### src/rtl/xilly_mem_bank.sv
// Seekable memory bank behind a Xillybus-style write/read stream pair.
// Shared seek address drives both pointers; reads are registered and read-first.
module xilly_mem_bank #(
  parameter int DW   = 8,
  parameter int AW   = 5,
  parameter int WRAP = 1
) (
  input  logic          bus_clk,
  input  logic          bus_rst_n,
  input  logic          user_w_mem_wren,
  input  logic [DW-1:0] user_w_mem_data,
  output logic          user_w_mem_full,
  input  logic          user_w_mem_open,
  input  logic          user_r_mem_rden,
  output logic [DW-1:0] user_r_mem_data,
  output logic          user_r_mem_empty,
  output logic          user_r_mem_eof,
  input  logic          user_r_mem_open,
  input  logic [AW-1:0] user_mem_addr,
  input  logic          user_mem_addr_update,
  output logic          user_w_mem_ovf
);

  localparam int DEPTH = 2 ** AW;
  localparam logic [AW:0] PTR_END = {1'b1, {AW{1'b0}}};
  localparam logic [AW:0] PTR_ONE = {{AW{1'b0}}, 1'b1};

  logic [DW-1:0] mem [DEPTH];

  logic [1:0]    rst_q;
  logic          rst_int;
  logic [AW:0]   wr_ptr, rd_ptr, wr_ptr_nxt, rd_ptr_nxt;
  logic [AW-1:0] waddr;
  logic          wr_stop, we, rd_go;
  logic [DW-1:0] data_q;
  logic          empty_q, eof_q, ovf_q;
  logic          unused_open;

  // Assert asynchronously, release on a clock edge so every pointer leaves reset together.
  always_ff @(posedge bus_clk or negedge bus_rst_n) begin
    if (!bus_rst_n) rst_q <= '0;
    else            rst_q <= {rst_q[0], 1'b1};
  end
  assign rst_int = rst_q[1];

  always_comb begin
    waddr      = user_mem_addr_update ? user_mem_addr : wr_ptr[AW-1:0];
    wr_stop    = (WRAP == 0) && !user_mem_addr_update && (wr_ptr == PTR_END);
    we         = user_w_mem_wren && !wr_stop;
    wr_ptr_nxt = wr_ptr;
    if (we)
      wr_ptr_nxt = (WRAP != 0) ? {1'b0, waddr + AW'(1)} : ({1'b0, waddr} + PTR_ONE);
    else if (user_mem_addr_update)
      wr_ptr_nxt = {1'b0, user_mem_addr};

    rd_go      = user_r_mem_rden && !empty_q && !user_mem_addr_update;
    rd_ptr_nxt = rd_ptr;
    if (user_mem_addr_update)
      rd_ptr_nxt = {1'b0, user_mem_addr};
    else if (rd_go)
      rd_ptr_nxt = (WRAP != 0) ? {1'b0, rd_ptr[AW-1:0] + AW'(1)} : (rd_ptr + PTR_ONE);
  end

  always_ff @(posedge bus_clk) begin
    if (we) mem[waddr] <= user_w_mem_data;
  end

  always_ff @(posedge bus_clk or negedge rst_int) begin
    if (!rst_int) begin
      wr_ptr  <= '0;
      rd_ptr  <= '0;
      data_q  <= '0;
      empty_q <= 1'b1;
      eof_q   <= 1'b0;
      ovf_q   <= 1'b0;
    end else begin
      wr_ptr  <= wr_ptr_nxt;
      rd_ptr  <= rd_ptr_nxt;
      if (rd_go) data_q <= mem[rd_ptr[AW-1:0]];
      // Flags are computed from the post-update pointer so they line up with it.
      empty_q <= !user_r_mem_open || user_mem_addr_update ||
                 ((WRAP == 0) && (rd_ptr_nxt == PTR_END));
      eof_q   <= (WRAP == 0) && user_r_mem_open && !user_mem_addr_update &&
                 (rd_ptr_nxt == PTR_END);
      if (user_mem_addr_update) ovf_q <= 1'b0;
      else if (wr_stop && user_w_mem_wren) ovf_q <= 1'b1;
    end
  end

  assign unused_open      = user_w_mem_open;
  assign user_w_mem_full  = 1'b0;
  assign user_r_mem_data  = data_q;
  assign user_r_mem_empty = empty_q;
  assign user_r_mem_eof   = eof_q;
  assign user_w_mem_ovf   = ovf_q;

endmodule
### config.mk
export PLATFORM = sky130hd
export DESIGN_NAME = xilly_mem_bank
export DESIGN_NICKNAME = d
export VERILOG_FILES = /design/src/rtl/xilly_mem_bank.sv
export SDC_FILE = /design/constraint.sdc
export NUM_CORES = 1
export LEC_CHECK = 0
export BUFFER_PORTS_ARGS = -buffer_cell sky130_fd_sc_hd__buf_4
export CORE_AREA = 2 2 134 136
export CTS_CLUSTER_SIZE = 14
export DETAILED_ROUTE_END_ITERATION = 12
export DIE_AREA = 0 0 136 138
export PLACE_DENSITY = 0.87
export SLEW_MARGIN = 20
export SYNTH_ARGS = -nofsm -noshare
export SYNTH_HDL_FRONTEND = slang
export SYNTH_SLANG_ARGS = --single-unit
### constraint.sdc
create_clock -name bus_clk -period 1.2 [get_ports bus_clk]
set_input_delay 0.06 -clock bus_clk [delete_from_list [all_inputs] [get_ports bus_clk]]
set_output_delay 0.06 -clock bus_clk [all_outputs]
set_load 0.05 [all_outputs]
==> summary.md <==
| Metric | Value |
|---|---|
| Hold Crit Endpoint | rd_ptr[0] |
| Post-route setup slack | -0.719 ns |
| P&R area growth vs syn | 28.4% |
| Crit Path Max Fanout | 8 |
| Sink Count | 277 |
| Critical path data arrival time | 2.32 ns |
| Remaining antenna violation count after routing | 0 |
| Rows | 49 |
| CTS root buf | clkbuf_16 |
| RSZ-0062 raised after global routing | yes |
| MaxCap Viol Count | 0 |
| Req. time, crit path | 1.60 ns |
| Ys async rst share | 7.58% |
| H-tree Lvls | 1 |
| Reg2reg start | rd_ptr[0] |
| Post-Layout Inst Area | 14200 sq um |
| CTS Buf Count | 27 |
| Setup TNS | -113.18 ns |
| Commonest non-fill, non-tap cells in the layout | edfxtp_1, buf_4, mux4_2 |
| Startpoint types | flop |
| Placed Cells | 840 |
| Fin. Hold Viols | 0 |
| Worst skew pair latency | 0.53 ns |
| Gr usage total | 30.5% |
| Largest area contributor in the netlist | edfxtp_1 |
| Min-delay worst type | in2reg |
| Worst hold path cell count | 4 |
| Yosys cell types | 45 |
| Netlist Area Pre-Place | 11100 sq um |
| EDFF count, synth | 256 |
| IR drop worst, VDD | 0.00119 V |
| I/O Pins | 32 |
| Commonest non-fill, non-tap cell in the layout | edfxtp_1 |
| DRC | 0 |
| Non-Filler Instances | 932 |
| Top cell type's share of synthesized area | 69.5% |
| Status | finished with violations |
| Util after Layout | 80.9% |
| Post-DR vias/cell | 6.68 |
| Drt pass-1 iters | 6 |
| Post-Place Worst Slack | -0.884 ns |
| Worst hold start | user_mem_addr[0] |
| Syn_area_per_cell | 19.7 sq um |
| Worst-case reg-to-reg path depth | 6 |
| CTS tree | yes |
| Via count | 6225 |
| Final WL | 28500 um |
| Dominant synthesized flop cell | edfxtp_1 |
| CTS Buffer Depth | 3 |
| #FFs+latches synth | 277 |
| Critical path class | reg2reg |
| PortBufs | 27 |
| Initial antenna violation count | 0 |
| Crit path time final | 1.92 ns |
| Flop2flop setup slack | -0.72 ns |
| Synth area leaders | edfxtp_1, mux4_2, dfrtp_1 |
| Endpoint class of the critical path | flop |
| Worst setup skew after layout | 0.00806 ns |
| Dpl cell area | 12300 sq um |
| Width of the die | 136 um |
| Register area share after synthesis | 74.3% |
| Starting Density | 63.1% |
| Die height | 138 um |
| DP HPWL | 15400 um |
| Total global routing overflow | 0 |
| Final GP Congestion | 0.837 |
| Largest net degree at the start of global routing | 33 |
| Fin. max-slew vios | 0 |
| Clock slew at reported path FFs | 0.07 ns |
| Layout cell share with drive strength beyond 1 | 45.0% |
| DRT iter0 DRCs | 810 |
| Synthesis Warnings | 0 |
| Final period util | 160% |
| Antenna cells | 0 |
| Vias in the first global route | 6525 |
| Final setup viols | 272 |
| First-pass GRT wire length | 41200 um |
| Die area | 18800 sq um |
| Worst r2r dst | user_r_mem_data[7] |
| Average wire per standard cell | 30.6 um |
| Pwr Density | 1650 nW/um^2 |
| Core area | 17500 sq um |
| Failing checks | setup timing |
| Fmax | 521 MHz |
| Gate Count Post-Synth | 560 |
| Final #Nets | 710 |
| Leakage power | 4.70 nW |
[registers in the layout (all words and copies together) (netlist names)]
name,cells
wr_ptr,5
rd_ptr,5
user_r_mem_empty,1
mem,256
rst_q,2
user_r_mem_data,8
[layer usage]
metal / track usage (%) / part of all wire [%] / vias up
met3: 4.47 / 8.8 / 82
met5: 0 / 0 / -
met2: 52.7 / 54 / 439
li1: - / - / 2532
met4: 11.3 / 3.5 / 0
met1: 39.6 / 34 / 3172
[repair_timing]
item | CTS | global route
endpoints found under the hold margin | 265 | 0
setup endpoints to repair | 278 | 277
pin swaps | 44 | 31
hold buffers | 17 | 0
cloned | 1 | 0
buffers inserted | 21 | 9
gates resized for setup | 41 | 45
[synthesized netlist by cell type, drive strengths merged (2+ instances only)]
master  count
edfxtp    256
ha          6
o32ai       2
dfrtp      20
mux2        9
xor2        4
o21ai      23
a22o        7
nand2      28
or3         7
o21a        2
o22a       16
mux4       56
nand3       2
clkbuf      6
o221ai      8
nor2b       3
inv         8
nand4       3
mux2i      18
nor2       32
buf        24
conb        2
xnor2       4
nand2b      4
[worst max-delay path by stage]
stage	start	to	slack, ns	depth (start not counted)
after floorplan	rd_ptr[1]	user_r_mem_data[1]	-0.48	5
after global placement	rd_ptr[0]	user_r_mem_data[2]	-0.80	5
after detailed placement	rd_ptr[0]	user_r_mem_data[2]	-0.88	5
after CTS	rd_ptr[0]	user_r_mem_data[4]	-0.70	6
after global routing	rd_ptr[0]	user_r_mem_data[7]	-0.73	6
final	rd_ptr[0]	user_r_mem_data[7]	-0.72	6
[power by group]
group	internal [mW]	switching (mW)
Clock	5.21	3.53
Combinational	1.56	2.03
Sequential	10.8	0.211
[logic make-up after synthesis]
logic type / Yosys count / share of synthesized area (%)
adder cells (fa/ha/maj): 6 / 0.679
AO/OA/AOI/OAI: 63 / 4.26
buffers and inverters: 38 / 2.24
flip-flops: 277 / 74.3
multiplexers: 83 / 14.3
AND/OR/NAND/NOR: 83 / 3.56
other: 2 / 0.0679
XOR/XNOR: 8 / 0.634
[critical path, cell delays in order (launching register included)]
cell,delay [ns]
dfrtp_2,0.46
buf_12,0.14
buf_12,0.13
mux4_2,0.55
o22a_1,0.26
o21ai_4,0.12
o221ai_2,0.13
[cell type report]
class,count,area [sq um]
clock buffer,33,698
clock inverter,15,204
fill,805,3340
inverter,8,32.5
multi-input combinational,247,3330
sequential,277,8220
tap,229,287
timing repair buffer,123,1420
[through the flow]
step / hold WS (ns) / power (mW)
detailed placement: -0.155 / 14.1
global placement: -0.158 / 14.0
finish: 0.0531 / 23.4
floorplan: -0.236 / 13.1
CTS: 0.00180 / 23.0
global route: 0.0408 / 23.9
(Power assumes the default switching activity.)
